$ cat src/rtl/reprogram_tx.sv
// Byte FIFO feeding an 8N1 UART transmitter, with a running XOR of every
// byte whose stop bit has completed.
module reprogram_tx #(
  parameter int CLKS_PER_BIT = 434,
  parameter int FIFO_DEPTH   = 8
) (
  input  logic                          clk_50mhz,
  input  logic                          rst,
  input  logic [7:0]                    in_data,
  input  logic                          in_valid,
  output logic                          in_ready,
  input  logic                          clr_xorc,
  output logic                          tx,
  output logic                          busy,
  output logic [$clog2(FIFO_DEPTH):0]   count,
  output logic [7:0]                    xorc
);

  localparam int AW = $clog2(FIFO_DEPTH);
  localparam int CW = (CLKS_PER_BIT > 1) ? $clog2(CLKS_PER_BIT) : 1;
  localparam logic [CW-1:0] CLK_LAST = CW'(CLKS_PER_BIT - 1);
  localparam logic [AW:0]   FULL     = (AW+1)'(FIFO_DEPTH);

  typedef enum logic [1:0] {IDLE, START, DATA, STOP} state_t;

  state_t        state, state_nxt;
  logic [7:0]    mem [FIFO_DEPTH];
  logic [AW-1:0] wr_ptr, rd_ptr;
  logic [7:0]    shift;
  logic [2:0]    bit_cnt, bit_cnt_nxt, bit_inc;
  logic [CW-1:0] clk_cnt, clk_cnt_nxt;
  logic          tx_nxt, push, pop, frame_done, fifo_empty;

  assign fifo_empty = (count == '0);
  assign in_ready   = (count != FULL);
  assign push       = in_valid && in_ready;
  assign busy       = !fifo_empty || (state != IDLE);
  assign bit_inc    = bit_cnt + 3'd1;

  always_comb begin
    state_nxt   = state;
    tx_nxt      = tx;
    bit_cnt_nxt = bit_cnt;
    clk_cnt_nxt = clk_cnt + CW'(1);
    pop         = 1'b0;
    frame_done  = 1'b0;
    case (state)
      IDLE: begin
        tx_nxt      = 1'b1;
        clk_cnt_nxt = '0;
        bit_cnt_nxt = '0;
        if (!fifo_empty) begin
          pop       = 1'b1;
          tx_nxt    = 1'b0;
          state_nxt = START;
        end
      end
      START: begin
        if (clk_cnt == CLK_LAST) begin
          clk_cnt_nxt = '0;
          tx_nxt      = shift[0];
          state_nxt   = DATA;
        end
      end
      DATA: begin
        if (clk_cnt == CLK_LAST) begin
          clk_cnt_nxt = '0;
          if (bit_cnt == 3'd7) begin
            tx_nxt    = 1'b1;
            state_nxt = STOP;
          end else begin
            bit_cnt_nxt = bit_inc;
            tx_nxt      = shift[bit_inc];
          end
        end
      end
      STOP: begin
        if (clk_cnt == CLK_LAST) begin
          clk_cnt_nxt = '0;
          bit_cnt_nxt = '0;
          frame_done  = 1'b1;
          // back-to-back frames: pop straight into START with no idle gap
          if (!fifo_empty) begin
            pop       = 1'b1;
            tx_nxt    = 1'b0;
            state_nxt = START;
          end else begin
            state_nxt = IDLE;
          end
        end
      end
      default: state_nxt = IDLE;
    endcase
  end

  always_ff @(posedge clk_50mhz or posedge rst) begin
    if (rst) begin
      state   <= IDLE;
      tx      <= 1'b1;
      bit_cnt <= '0;
      clk_cnt <= '0;
      shift   <= '0;
      xorc    <= '0;
      wr_ptr  <= '0;
      rd_ptr  <= '0;
      count   <= '0;
    end else begin
      state   <= state_nxt;
      tx      <= tx_nxt;
      bit_cnt <= bit_cnt_nxt;
      clk_cnt <= clk_cnt_nxt;
      if (pop) begin
        shift  <= mem[rd_ptr];
        rd_ptr <= rd_ptr + AW'(1);
      end
      if (push) wr_ptr <= wr_ptr + AW'(1);
      case ({push, pop})
        2'b10:   count <= count + (AW+1)'(1);
        2'b01:   count <= count - (AW+1)'(1);
        default: count <= count;
      endcase
      // clear takes priority, then the completed byte is folded in
      if (clr_xorc) xorc <= frame_done ? shift : '0;
      else if (frame_done) xorc <= xorc ^ shift;
    end
  end

  always_ff @(posedge clk_50mhz) begin
    if (push) mem[wr_ptr] <= in_data;
  end

endmodule
$ cat config.mk
export PLATFORM = sky130hd
export DESIGN_NAME = reprogram_tx
export DESIGN_NICKNAME = d
export VERILOG_FILES = /design/src/rtl/reprogram_tx.sv
export SDC_FILE = /design/constraint.sdc
export NUM_CORES = 1
export LEC_CHECK = 0
export BUFFER_PORTS_ARGS = -buffer_cell sky130_fd_sc_hd__buf_2
export CAP_MARGIN = 30
export CORE_ASPECT_RATIO = 1.1
export CORE_MARGIN = 2
export CORE_UTILIZATION = 46
export DETAILED_ROUTE_END_ITERATION = 8
export PLACE_DENSITY = 0.67
export SETUP_SLACK_MARGIN = 0.2
export SYNTH_ARGS = -nofsm -noshare
export SYNTH_HDL_FRONTEND = slang
export SYNTH_SLANG_ARGS = --single-unit
export TNS_END_PERCENT = 10
$ cat constraint.sdc
create_clock -name clk_50mhz -period 2.7 [get_ports clk_50mhz]
set_input_delay 0.405 -clock clk_50mhz [delete_from_list [all_inputs] [get_ports clk_50mhz]]
set_output_delay 0.405 -clock clk_50mhz [all_outputs]
set_load 0.02 [all_outputs]
==> impl_metrics.toml <==
[detailed_routing]
dr_wl_met2_um = 3809
viasPerCell = 5.311
finalWirelength_um = 7596
wl_met1_um = 3541
top_layer = "met4"
wl_per_cell_um = 16.62
drtAntennaViolNets = 0
drc_errors = 0
firstDrtPassIters = 4
drtIter0Drc = 121
vias = 2427
met3RoutedLength_um = 150

[sta]
fin_skew_ns = 0.01091
fin_crit_sh = 0.8731
relSlewSlack = 0.5080
tightest_slew_ns = 0.7380
max_freq_mhz = 424.2
setup-tns-final_ns = 0
finalHoldViolCount = 0
layout_min_cycle_time_ns = 2.357
grt_setup_unrepaired = "no"
timing.hold.ws_ns = 0.1516
setup_violations = 0
slew_violations = 0

[synthesis]
synth_edf_count = 64
syn-num-nets = 318
synth_top_area_share = 0.4137
post_synth.cell_area_avg_um2 = 15.96
synth_top_family_by_area = "multiplexers"
syn_inst = 291
ys_seq_area_frac = 0.6348
synth_ff_type = "edfxtp_1"
synth_xor_area_frac = 0.03582
synth_largest_area_cell = "edfxtp_1"
yosys_register_bits = 105
synthSimpleGateAreaFrac = 0.08645
synth_area_leaders = "edfxtp_1 (41%), dfrtp_1 (22%), mux4_1 (5.7%)"
synth_fa_ha_area_frac = 0.04201
yosys_warnings = 0
synth-compound-area-share = 0.02397
syn-cell-area_um2 = 4646
synthArstFlopShare = 0.3905
synth_cell_type_count = 45
muxShareOfSynthArea = 0.1538

[power]
seqPwrFrac = 0.563
p_sw_mw = 0.9745
clockPowerShare = 0.284
peakVddDrop_v = 0.0003262
p_total_mw = 3.575
swShare = 0.2726
pwr_density_cell_nw_per_um2 = 687.6
p_leak_nw = 2.067
p_int_mw = 2.600
power_frac_comb = 0.153

[cts]
cts-root-buf = "clkbuf_8"
holdBufCountCts = 0
cts_resized = 0
cts_buffer_depth = 2
numClockSinks = 105
cts_tree = "yes"
cts_inserted_buffers = 9
htree_levels = 3
clk_latency_ns = 0.36
clkTransAtPathRegs_ns = 0.10
post_cts_buffers = 0

[outcome]
status = "complete, no violations"

[floorplan]
std_cell_rows = 38
coreArea_um2 = 9842
pin_count = 27
die_h_um = 109.4
dieArea_um2 = 10920
start_util = 0.4720
die_w_um = 99.82

[worst_setup_path]
cp-endpoint = "count[3]"
path_cells = "inv_1, ha_2, and4b_1, and3_1, o21a_1, ha_4, ha_4, a21o_1, a21oi_2, mux2i_1, xnor2_1"
cp.required_ns = 2.99
rr_startpoint = "clk_cnt[1]"
cp-startpoint = "clk_cnt[1]"
critPathArrivalTime_ns = 2.65
critPathTopFamily = "adder cells"
path_depth = 11
critPathLaunchType = "register"
cp_slowest_cell = "dfrtp_1"
path_common_cell = "ha_4"
slowest_delay_ns = 0.40
r2r_cells = 11
r2r_end = "count[3]"
crit_buf_inv = 1
crit_fanout = 4
cp-end-kind = "register"
critPathKind = "reg -> reg"
r2r_slack_ns = 0.34

[grt]
grt_overflow_total = 0
antenna_found_initial = 0
grt_pass1_wl_um = 12540
grt_usage = 0.1519
grt_max_degree = 42
grt_pass1_vias = 2516

[placement]
io_buffers = 26
dp_hpwl_um = 5075
place_congestion = 0.7692

[cells_and_area]
diodes = 0
syn_to_final_growth_pct = 11.90
nets = 359
fillers = 808
utilization = 0.5282
drive_gt1_frac = 0.2730

[min_path]
hp-class = "in -> async"

[run]
drv_cap = 0
[worst reg2reg max path, delay by kind of cell, from the launching register on]
kind | cells | cell delay [ns]
and+or+nand+nor | 2 | 0.41
AOI/OAI and AO/OA | 3 | 0.51
adders and majority gates | 3 | 0.56
muxes | 1 | 0.22
buffers and inverters | 1 | 0.06
DFF | 1 | 0.40
xor gates and xnor gates | 1 | 0.13
[placed cells by master (no fill, tap or decap), types with 9 or more instances in the layout]
cell / n
mux4_1: 10
ha_1: 11
nand2_1: 21
buf_2: 26
clkbuf_8: 9
buf_4: 13
inv_1: 9
nor2_1: 16
xnor2_1: 12
edfxtp_1: 64
nor2b_1: 9
dfrtp_1: 40
mux2_2: 19
[synthesized netlist by cell type, types with 2 or more instances]
cell type and n:
nor2_1 16, buf_6 3, dfrtp_1 40, a21oi_1 3, edfxtp_1 64, nand3_1 5, xnor2_1 12, or3_1 3
nand2_1 21, inv_1 9, nor3_1 3, ha_1 14, clkbuf_1 3, nand4_1 3, mux4_2 7, mux2i_1 5
xor2_1 7, nand2b_1 3, nor2b_1 9, mux2_4 2, mux2_2 19, a21o_1 3, o21ai_0 4, mux4_1 10
or4b_2 3
[how the worst min path moves through the flow]
stage          cells after the start    endpoint  startpoint
2_1_floorplan                      1  clk_cnt[0]  clk_cnt[0]
3_3_place_gp                       1  clk_cnt[0]  clk_cnt[0]
3_5_place_dp                       1  clk_cnt[0]  clk_cnt[0]
4_1_cts                            3  clk_cnt[3]         rst
5_1_grt                            3    count[3]         rst
6_report                           3  clk_cnt[3]         rst
[logic make-up after synthesis]
logic type / count (synthesis)
buf+inv: 18
compound gates: 16
flops: 105
fa+ha+maj: 15
simple gates: 75
xor+xnor: 19
mux: 43
[flip-flops by register name (all words and copies together), names as in the netlist]
name,cells
state,2
count,4
wr_ptr,3
shift,8
rd_ptr,3
clk_cnt,9
tx,1
bit_cnt,3
mem,64
xorc,8
[power by group through the flow]
| stage | combinational [mW] | clock [mW] | sequential (mW) |
|---|---|---|---|
| detailed placement | 0.556 | 0 | 2.05 |
| global route | 0.611 | 1.10 | 2.04 |
| floorplan | 0.314 | 0 | 2.07 |
| finish | 0.548 | 1.01 | 2.01 |
| global placement | 0.542 | 0 | 2.04 |
| CTS | 0.560 | 1.05 | 2.01 |
[through the flow]
step	setup WS [ns]	cells	cell area, µm²
2_1_floorplan	0.2278	291	4687
3_3_place_gp	0.4096	441	4985
3_5_place_dp	0.3483	441	4985
4_1_cts	0.3268	457	5199
5_1_grt	0.2126	457	5199
6_report	0.3426	457	5199
[metal layers]
layer / vias to the layer above / GRT usage
li1: 1170 / -
met1: 1223 / 0.1946
met2: 26 / 0.2601
met5: - / 0
met3: 8 / 0.02479
met4: 0 / 0.06164
[cell type report]
type,instances,area [µm²],area share
tap,120,150.1,0.02888
multi-input combinational,168,1624,0.3124
clock buffer,10,127.6,0.02455
timing repair buffer,39,227.7,0.04380
inverter,9,33.78,0.006498
clock inverter,6,86.33,0.01661
sequential,105,2949,0.5673
Power figures use the tool's default switching activity.
